**src/rtl/cyclic_sr_seq_ctrl.sv**
```systemverilog
// Purpose : sequences load/rotate strobes into a 4-bit cyclic shift register (en=0 load, en=1 rotate-left).
// Latency : handshake at edge 0 -> LOAD cycle 1, strobe k in cycle 1+k*DIV, done in cycle 2+N*DIV, idle in 3+N*DIV.
// Backpr. : req_ready only in IDLE; requests outside IDLE are ignored, never queued.
//
// Ports:
//   clk, reset            clock, synchronous active-low reset
//   req_valid/req_ready   job handshake; req_pattern = start pattern, req_steps = rotate count
//   sr_d, sr_en           drive the shift register's D and en (Moore, no path from req_*)
//   sr_mirror             copy of the register contents
//   busy, done            job in progress; one-cycle pulse at job end
module cyclic_sr_seq_ctrl #(
  parameter int WIDTH = 4,
  parameter int STEPW = 4,
  parameter int DIV   = 1
) (
  input  logic             clk,
  input  logic             reset,
  input  logic             req_valid,
  output logic             req_ready,
  input  logic [WIDTH-1:0] req_pattern,
  input  logic [STEPW-1:0] req_steps,
  output logic [WIDTH-1:0] sr_d,
  output logic             sr_en,
  output logic [WIDTH-1:0] sr_mirror,
  output logic             busy,
  output logic             done
);

  typedef enum logic [1:0] {IDLE, LOAD, SHIFT, DONE} state_t;

  localparam logic [7:0]       DIV_LAST = 8'(DIV - 1);
  localparam logic [STEPW-1:0] REM_ONE  = STEPW'(1);

  state_t           state_q, state_d;
  logic [WIDTH-1:0] pat_q;
  logic [WIDTH-1:0] mirror_q;
  logic [STEPW-1:0] rem_q;
  logic [7:0]       div_q;
  logic             strobe;
  logic             handshake;
  logic [WIDTH-1:0] rotated;

  assign strobe    = (state_q == SHIFT) && (div_q == DIV_LAST);
  assign handshake = req_valid && (state_q == IDLE);
  assign rotated   = {mirror_q[WIDTH-2:0], mirror_q[WIDTH-1]};
  assign sr_mirror = mirror_q;

  // The downstream register has no hold mode, so every non-strobe cycle
  // reloads it with its own current value (the mirror).
  always_comb begin
    state_d   = state_q;
    req_ready = 1'b0;
    sr_en     = 1'b0;
    sr_d      = mirror_q;
    busy      = 1'b1;
    done      = 1'b0;
    case (state_q)
      IDLE: begin
        req_ready = 1'b1;
        busy      = 1'b0;
        if (req_valid) state_d = LOAD;
      end
      LOAD: begin
        sr_d    = pat_q;
        state_d = (rem_q == '0) ? DONE : SHIFT;
      end
      SHIFT: begin
        if (strobe) begin
          sr_en = 1'b1;
          if (rem_q == REM_ONE) state_d = DONE;
        end
      end
      DONE: begin
        done    = 1'b1;
        state_d = IDLE;
      end
      default: state_d = IDLE;
    endcase
  end

  always_ff @(posedge clk) begin
    if (!reset) begin
      state_q  <= IDLE;
      pat_q    <= '0;
      mirror_q <= '0;
      rem_q    <= '0;
      div_q    <= '0;
    end else begin
      state_q <= state_d;
      if (handshake) begin
        pat_q <= req_pattern;
        rem_q <= req_steps;
      end
      case (state_q)
        LOAD: begin
          mirror_q <= pat_q;
          div_q    <= '0;
        end
        SHIFT: begin
          if (strobe) begin
            mirror_q <= rotated;
            rem_q    <= rem_q - REM_ONE;
            div_q    <= '0;
          end else begin
            div_q <= div_q + 8'd1;
          end
        end
        default: ;
      endcase
    end
  end

endmodule

```
**config.mk**
```make
export PLATFORM = sky130hd
export DESIGN_NAME = cyclic_sr_seq_ctrl
export DESIGN_NICKNAME = d
export VERILOG_FILES = /design/src/rtl/cyclic_sr_seq_ctrl.sv
export SDC_FILE = /design/constraint.sdc
export NUM_CORES = 1
export LEC_CHECK = 0
export ABC_AREA = 1
export ABC_CLOCK_PERIOD_IN_PS = 1850
export BUFFER_PORTS_ARGS = -buffer_cell sky130_fd_sc_hd__buf_2
export CORE_UTILIZATION = 40
export CTS_BUF_LIST = sky130_fd_sc_hd__clkbuf_4
export DETAILED_ROUTE_END_ITERATION = 12
export SLEW_MARGIN = 20
export SYNTH_ARGS = -nofsm -noshare
export SYNTH_HDL_FRONTEND = slang
export SYNTH_SLANG_ARGS = --single-unit
```
**constraint.sdc**
```tcl
create_clock -name clk -period 1.85 [get_ports clk]
set_clock_uncertainty 0.05 [all_clocks]
set_input_delay 0.0925 -clock clk [delete_from_list [all_inputs] [get_ports clk]]
set_output_delay 0.0925 -clock clk [all_outputs]
set_load 0.03 [all_outputs]
```
### Yosys cells after proc, flatten, opt, wreduce, memory -nomap -nowiden

Index checks and enable logic that the tools add are counted.

| storage, ports and cells | value |
|---|---|
| register bits | 22 |
| latch bits | 0 |
| RAM bits | 0 |
| bits in read-only memories | 0 |
| input bits | 11 |
| output and inout bits | 12 |
| word-level logic and storage cells | 40 |
| memories kept | 0 |

| cells by class | value |
|---|---|
| add/subtract/negate cells | 2 |
| multiply operators | 0 |
| divide/modulo/power cells | 0 |
| order comparisons | 0 |
| eq/ne operators | 7 |
| shift operators | 0 |
| muxes and demuxes | 18 |
| bitwise logic cells | 0 |
| reduce and logical (&&, ||, !) cells | 8 |

Operators with widths:

| kind | count |
|---|---|
| two-way mux 4 bit | 5 |
| case mux 8 bit (2 select lines) | 1 |
| adder 8 x 1 -> 8 bit, second input constant | 1 |
| logical NOT 8 bit | 1 |
| two-way mux 8 bit | 1 |
| case mux 2 bit (4 select lines) | 1 |
| case mux 4 bit (2 select lines) | 1 |
| two-way mux 1 bit | 6 |
| two-way mux 2 bit | 3 |
| equality test 2 bit, second input constant | 2 |
| equality test 4 x 1 -> 1 bit, second input constant | 1 |
| logical NOT 4 bit | 1 |
| != test 2 bit, second input constant | 2 |
| subtractor 4 x 1 -> 4 bit, second input constant | 1 |
| AND reduction 3 bit | 1 |
| equality test 2 x 1 -> 1 bit, second input constant | 1 |
| logical AND 1 bit | 2 |
| logical NOT 2 bit | 1 |
| != test 2 x 1 -> 1 bit, second input constant | 1 |
| AND reduction 2 bit | 1 |
| nonzero test 2 bit | 1 |

### Logic depth before layout (Yosys ltp)

Gate-level depths: netlist (run 1).

| depth | value |
|---|---|
| depth after elaboration | 5 |
| gate-level depth with buffers | 11 |
| mapped depth without buffers | 10 |

### Least setup slack after synthesis (run 1)

Ideal clock, no wire load.

| timing path | value |
|---|---|
| path type | register to register |
| start point | register state_q[0] |
| end point | register state_q[0] |
| setup time | 0.115 ns |
| arrival time | 1.551 ns |
| data required time | 1.685 ns |
| setup slack | 0.134 ns |
| stages on the path, launching flop included | 9 |
| path buffers | 0 |
| clock period less this slack | 1.716 ns |
| cell sequence | dfxtp_1 > inv_1 > ha_1 > inv_1 > nor2_1 > a21oi_1 > nand3_1 > nand2_1 > nor2_1 |

| between the ends | value |
|---|---|
| longest elaborated chain between the ends | 4 |
| elaborated cells between the ends (all ways) | 10 |
| classes of those cells | 6 x eq/ne; 1 x mux; 3 x reduce/logical |

Ends and longest elaborated chain:

| item | line | RTL |
|---|---|---|
| start: declaration | 34 | `state_t state_q, state_d;` |
| start signal: assignment | 89 | `state_q <= state_d;` |
| equality test 2 bit | 43, 57 |  |
| logical AND 1 bit | 43 | `assign strobe = (state_q == SHIFT) && (div_q == DIV_LAST);` |
| != test 2 bit (no source line) | - |  |
| AND reduction 3 bit (no source line) | - |  |

Several ways; a longest one is shown, not always the timed one.
A chain may end at the register's enable or synchronous reset.

### Worst setup path in the final report (run 1)

| timing path | value |
|---|---|
| start point | register state_q[1] |
| end point | output port sr_d[3] |

| between the ends | value |
|---|---|
| longest elaborated chain between the ends | 2 |

Ends and longest elaborated chain:

| item | line | RTL |
|---|---|---|
| equality test 2 x 1 -> 1 bit | 57 | `case (state_q)` |
| two-way mux 4 bit | 57 |  |
| end: declaration | 22 | `output logic [WIDTH-1:0] sr_d,` |

Every way passes these cells.

==> results of run 1 <==
## timing repair
action	in CTS	in global routing
endpoints found under the hold margin	4	0
gates resized for setup	0	5
hold buffers	4	0
setup endpoints to repair	0	4
## final cells by class
cell class	instances	area, µm²
Clock buffer	3	22.52
Tap cell	44	55.05
Sequential cell	22	441.7
Clock inverter	1	3.754
Inverter	27	101.3
Multi-Input combinational cell	138	757.0
Timing Repair Buffer	27	160.2
Fill cell	335	1562
## sequential cells by signal (all words and copies together), names as in the netlist
signal / count
div_q: 8
pat_q: 4
rem_q: 4
sr_mirror: 4
state_q: 2
## worst paths after layout
check / start / cells after the start / slack (ns) / endpoint
worst min register to register: pat_q[2] / 2 / 0.48 / pat_q[2]
worst max-delay path: state_q[1] / 4 / 0.09 / sr_d[3]
worst min-delay path: reset / 3 / 0.08 / rem_q[2]
worst max register to register: state_q[0] / 7 / 0.24 / div_q[6]
## cells by family (layout without fill, tap and decap cells)
family | count (synthesis) | after routing | share of synthesized area, %
muxes | 3 | 3 | 2.537
adders and majority gates | 10 | 10 | 9.398
AOI/OAI and AO/OA | 24 | 24 | 9.963
and+or+nand+nor | 96 | 96 | 30.92
xor gates and xnor gates | 5 | 5 | 3.290
buffers and inverters | 32 | 58 | 10.81
DFF | 22 | 22 | 33.08
## power groups by stage
stage | combinational (µW) | clock, µW | sequential [µW]
global route | 1960 | 261 | 781
finish | 1740 | 235 | 760
global placement | 1670 | 0 | 758
floorplan | 1300 | 0 | 820
detailed placement | 1710 | 0 | 769
CTS | 1720 | 245 | 757
## tightest hold or removal path: cells and delay by family
kind          cells  cell delay [ns]
simple gates      2             0.13
buf+inv           1             0.19
## per-layer routing
layer	GRT usage [%]	part of all wire, %	vias up
li1	-	-	644
met1	22.19	49	529
met2	31.75	48	17
met3	2.597	2.6	4
met4	7.309	1.1	0
met5	0	0	-
## metrics by stage
step	hold WS [ns]	worst slack, ns	cell area [µm²]	utilization (%)
after global routing	0.08532	0.01044	1541	49.68
after global placement	0.2973	0.3111	1461	47.10
after detailed placement	0.3031	0.2678	1461	47.10
final	0.07704	0.09272	1541	49.68
after floorplan	0.1782	0.1339	1331	-
after CTS	0.06420	0.02035	1528	49.23
## cell usage in the layout (no fill, tap or decap), types with 2 or more instances in the layout
| master | count |
|---|---|
| a21boi_0 | 3 |
| a21oi_1 | 7 |
| buf_2 | 21 |
| clkbuf_4 | 4 |
| dfxtp_1 | 21 |
| dlygate4sd3_1 | 4 |
| ha_1 | 8 |
| ha_2 | 2 |
| inv_1 | 23 |
| inv_2 | 4 |
| mux2_2 | 3 |
| nand2_1 | 40 |
| nand2_2 | 4 |
| nand2_4 | 2 |
| nand3_1 | 11 |
| nor2_1 | 36 |
| nor2_2 | 2 |
| o21ai_0 | 12 |
| xnor2_1 | 2 |
| xor2_1 | 3 |
==> run_results.csv, run 1 <==
group,metric,value,unit
outcome,status,"complete, no violations",
worst_setup_path,end_kind,"primary output",
global_routing,grt-ovfl-total,0,
route,wl_per_cell,10.55,µm
yosys,synthDistinctLibCells,23,
clocking,cts_buffers,3,
clocking,clkSlewWorstSetupHoldPaths,0.13,ns
yosys,synthTopCellsByArea,"dfxtp_1 (33%), nand2_1 (11%), nor2_1 (10%)",
pwr,seqPwrFrac,27.8,%
worst_setup_path,crit_path_start_kind,"flop",
finish,finalNonFillerCells,262,
clocking,cts_setup_buffers,0,
worst_setup_path,cpMaxStageDelayCell,"dfxtp_1",
finish,area_growth,15.79,%
place,io_buffers,22,
global_routing,grt_pass1_vias,1227,
global_routing,grt_max_degree,16,
pwr,p_comb_share,63.6,%
clocking,clock_sinks,22,
timing,fmax,569.1,MHz
timing,maxSlewViolCount,0,
clocking,clockBufferDepth,2,
yosys,synth.most_common_cell,"nand2_1",
yosys,syn_nets,213,
timing,worst_pin_slew,0.2789,ns
route,routed_wl,2.763,mm
clocking,cts_tree,"yes",
route,vias,1194,
pwr,leakagePower,0.0007709,µW
route,drt_pass1_iterations,4,
timing,setup_viol_count_final,0,
hold_path,hp-class,"in -> reg",
worst_setup_path,path_delay_family,"flip-flops",
floorplan,rows,20,
clocking,insertion_delay,0.31,ns
timing,grt_setup_unrepaired,"no",
yosys,synth_commonest_cells,"nand2_1 (40), nor2_1 (36), inv_1 (23)",
floorplan,core,3103,µm²
route,drt_iter0_markers,62,
worst_setup_path,cp.required,1.71,ns
timing,maxSlewHeadroom,81.41,%
clocking,h-tree-depth,1,
worst_setup_path,cp_cell_sequence,"inv_1 > ha_2 > mux2_2 > buf_2",
floorplan,die_x,59.69,µm
yosys,synth_cells,192,
global_routing,grt_pass1_wl,4.940,mm
yosys,synth_area_per_cell,6.934,µm²
yosys,synth-seq-cells,22,
worst_setup_path,slowest_delay,0.37,ns
timing,setup_tns,0,ns
finish,final_nets,240,
pwr,internal_power,1322,µW
clocking,cts_root_buf,"clkbuf_4",
worst_setup_path,critPathBufInv,2,
pwr,p_clk_share,8.6,%
global_routing,antenna_found_initial,0,
worst_setup_path,cp_max_fo,6,
yosys,synth_edf_count,0,
yosys,synth_seq_area_share,33.08,%
floorplan,dieArea,3563,µm²
floorplan,start_util,42.90,%
route,drc,0,
yosys,syn_area,1331,µm²
pwr,sw_frac_of_total,51.63,%
timing,hold_viol_final,0,
timing,min_period,1.757,ns
finish,n_antenna_cell,0,
floorplan,die_h,59.69,µm
yosys,yosysTopAreaCell,"dfxtp_1",
timing,period_share,94.99,%
yosys,synth_top_area_share,33.08,%
yosys,yosysWarnings,0,
place,gp_congestion,0.8462,
route,routed_via_density,4.557,
global_routing,grt_usage,18.15,%
worst_setup_path,crit_arrival,1.61,ns
route,ant_nets,0,
pwr,power.switching,1411,µW
pwr,power,2734,µW
yosys,synth_ff_type,"dfxtp_1",
yosys,synthArstFlopShare,0,%
worst_setup_path,crit_type,"reg -> out",
floorplan,boundaryPins,23,
finish,drive_gt1_share,20.64,%
place,dp_hpwl,2.027,mm
pwr,power_density,1773,nW/µm²
pwr,max-vdd-ir-drop,0.7303,mV
place,dp.cells,254,
run,maxCapViolations,0,
Power figures use the tool's default switching activity.
==> inputs of run 2 (changes only) <==
--- a/config.mk
+++ b/config.mk
@@ -6,11 +6,12 @@
 export NUM_CORES = 1
 export LEC_CHECK = 0
 export ABC_AREA = 1
-export ABC_CLOCK_PERIOD_IN_PS = 1850
+export ABC_CLOCK_PERIOD_IN_PS = 2260
 export BUFFER_PORTS_ARGS = -buffer_cell sky130_fd_sc_hd__buf_2
 export CORE_UTILIZATION = 40
 export CTS_BUF_LIST = sky130_fd_sc_hd__clkbuf_4
 export DETAILED_ROUTE_END_ITERATION = 12
+export PLACE_DENSITY_LB_ADDON = 0.3
 export SLEW_MARGIN = 20
 export SYNTH_ARGS = -nofsm -noshare
 export SYNTH_HDL_FRONTEND = slang
==> constraint.sdc (replaced) <==
create_clock -name clk -period 2.26 [get_ports clk]
set_clock_uncertainty 0.05 [all_clocks]
set_input_delay 0.113 -clock clk [delete_from_list [all_inputs] [get_ports clk]]
set_output_delay 0.113 -clock clk [all_outputs]
set_load 0.03 [all_outputs]
==> run 2 against run 1 <==
  * Via count fell by 2.7%
  * Worst setup slack improved by 0.24 ns
  * Global-route usage fell by 3.2 points
  * Critical endpoint is now div_q[6]
==> run_results.csv, run 2 (same netlist as run 1, synthesis figures left out) <==
group,metric,value,unit
clocking,insertion_delay,0.29,ns
run,maxCapViolations,0,
clocking,cts_tree,"yes",
timing,maxSlewViolCount,0,
pwr,max-vdd-ir-drop,0.4435,mV
place,gp_congestion,0.7882,
route,wl_per_cell,9.633,µm
worst_setup_path,cp.required,2.41,ns
timing,fmax,518.7,MHz
finish,area_growth,10.90,%
timing,setup_viol_count_final,0,
clocking,clock_sinks,22,
timing,whs,0.009165,ns
worst_setup_path,crit_type,"reg -> reg",
place,dp.cells,253,
finish,largest_reg_flops,8,
floorplan,boundaryPins,23,
floorplan,core,3103,µm²
floorplan,rows,20,
global_routing,grt_max_degree,16,
timing,period_share,85.30,%
clocking,cts_hold_buf,0,
global_routing,grt_usage,14.95,%
finish,finish.utilization,47.58,%
floorplan,start_util,42.90,%
clocking,h-tree-depth,1,
clocking,cts_buffers,3,
route,drt_pass1_iterations,4,
worst_setup_path,crit_path_start_kind,"flop",
route,vias,1162,
floorplan,die_x,59.69,µm
pwr,power_density,1457,nW/µm²
timing,setup_tns,0,ns
route,drc,0,
place,place_area,1454,µm²
route,routed_wl,2.466,mm
clocking,cts_root_buf,"clkbuf_4",
global_routing,grt-ovfl-total,0,
route,drt_iter0_markers,66,
floorplan,dieArea,3563,µm²
hold_path,hp-class,"in -> reg",
route,ant_nets,0,
pwr,leakagePower,0.0007471,µW
timing,maxSlewHeadroom,73.00,%
outcome,status,"complete, no violations",
worst_setup_path,cp_max_fo,13,
finish,nFillCells,344,
clocking,clkSlewWorstSetupHoldPaths,0.12,ns
finish,top_register,"div_q",
global_routing,antenna_found_initial,0,
finish,stdcell_area,1476,µm²
worst_setup_path,crit_arrival,2.08,ns
timing,grt_setup_unrepaired,"no",
timing,worst_pin_slew,0.4050,ns
floorplan,die_h,59.69,µm
worst_setup_path,end_kind,"flop",
finish,drive_gt1_share,19.34,%
finish,finalNonFillerCells,256,
clocking,postCtsResizedCells,0,
finish,final_nets,235,
timing,hold_viol_final,0,
clocking,cts_setup_buffers,0,
place,dp_hpwl,1.848,mm
global_routing,grt_pass1_vias,963,
finish,n_antenna_cell,0,
route,routed_via_density,4.539,
timing,min_period,1.928,ns
place,io_buffers,22,
finish,final_common_cell,"nand2_1",
global_routing,grt_pass1_wl,4.077,mm
clocking,clockBufferDepth,2,
finish,final_cell_mix,"nand2_1 (40), nor2_1 (36), inv_1 (23)",
run 2: changes by cell type in the layout (fill, tap and decap cells not counted), sizes merged:
| cell | change |
|---|---|
| clkinv | -1 |
| clkbuf | -1 |
| dlygate4sd3 | -4 |
run 2: path summary, 6_finish.rpt:
kind	cells past startpoint	start	endpoint	slack, ns
worst max-delay path	7	state_q[0]	div_q[6]	0.33
worst min-delay path	3	req_pattern[1]	pat_q[1]	0.009
worst min register to register	2	sr_mirror[0]	sr_mirror[0]	0.47
worst max register to register	7	state_q[0]	div_q[6]	0.33
run 2: per-layer routing:
layer	GRT usage [%]	wire length, µm	share of wire [%]	vias to the layer above
met5	0	0	0	-
met4	6.312	47	1.9	0
met3	1.948	95	3.9	4
met2	24.13	1084	44	22
met1	19.97	1239	50	507
li1	-	-	-	629
run 2: worst max-delay path, stage by stage, from the launching register on:
cell and delay (ns):
dfxtp_1 0.46, inv_1 0.13, ha_1 0.55, nand3_1 0.19
nor2_1 0.16, inv_1 0.07, o21ai_0 0.16, nor2_1 0.06
run 2: power by group:
part	leakage, µW	total (µW)	switching (µW)	internal, µW
registers	0.000180	619	108	511
clock network	0.0000138	174	112	62.0
logic	0.000553	1360	892	467
run 2: layout make-up:
| type | instances | area, µm² | share of cell area (%) |
|---|---|---|---|
| clock buffer | 3 | 22.52 | 1.525 |
| inverter | 27 | 101.3 | 6.864 |
| multi-input combinational | 138 | 747.0 | 50.59 |
| sequential | 22 | 440.4 | 29.83 |
| tap | 44 | 55.05 | 3.729 |
| timing repair buffer | 22 | 110.1 | 7.458 |
run 2: through the flow:
stage | total power [µW] | setup slack [ns]
after floorplan | 1740 | 0.5439
after global placement | 1973 | 0.4670
after detailed placement | 1982 | 0.3660
after CTS | 2167 | 0.3244
after global routing | 2377 | 0.1361
final | 2152 | 0.3322
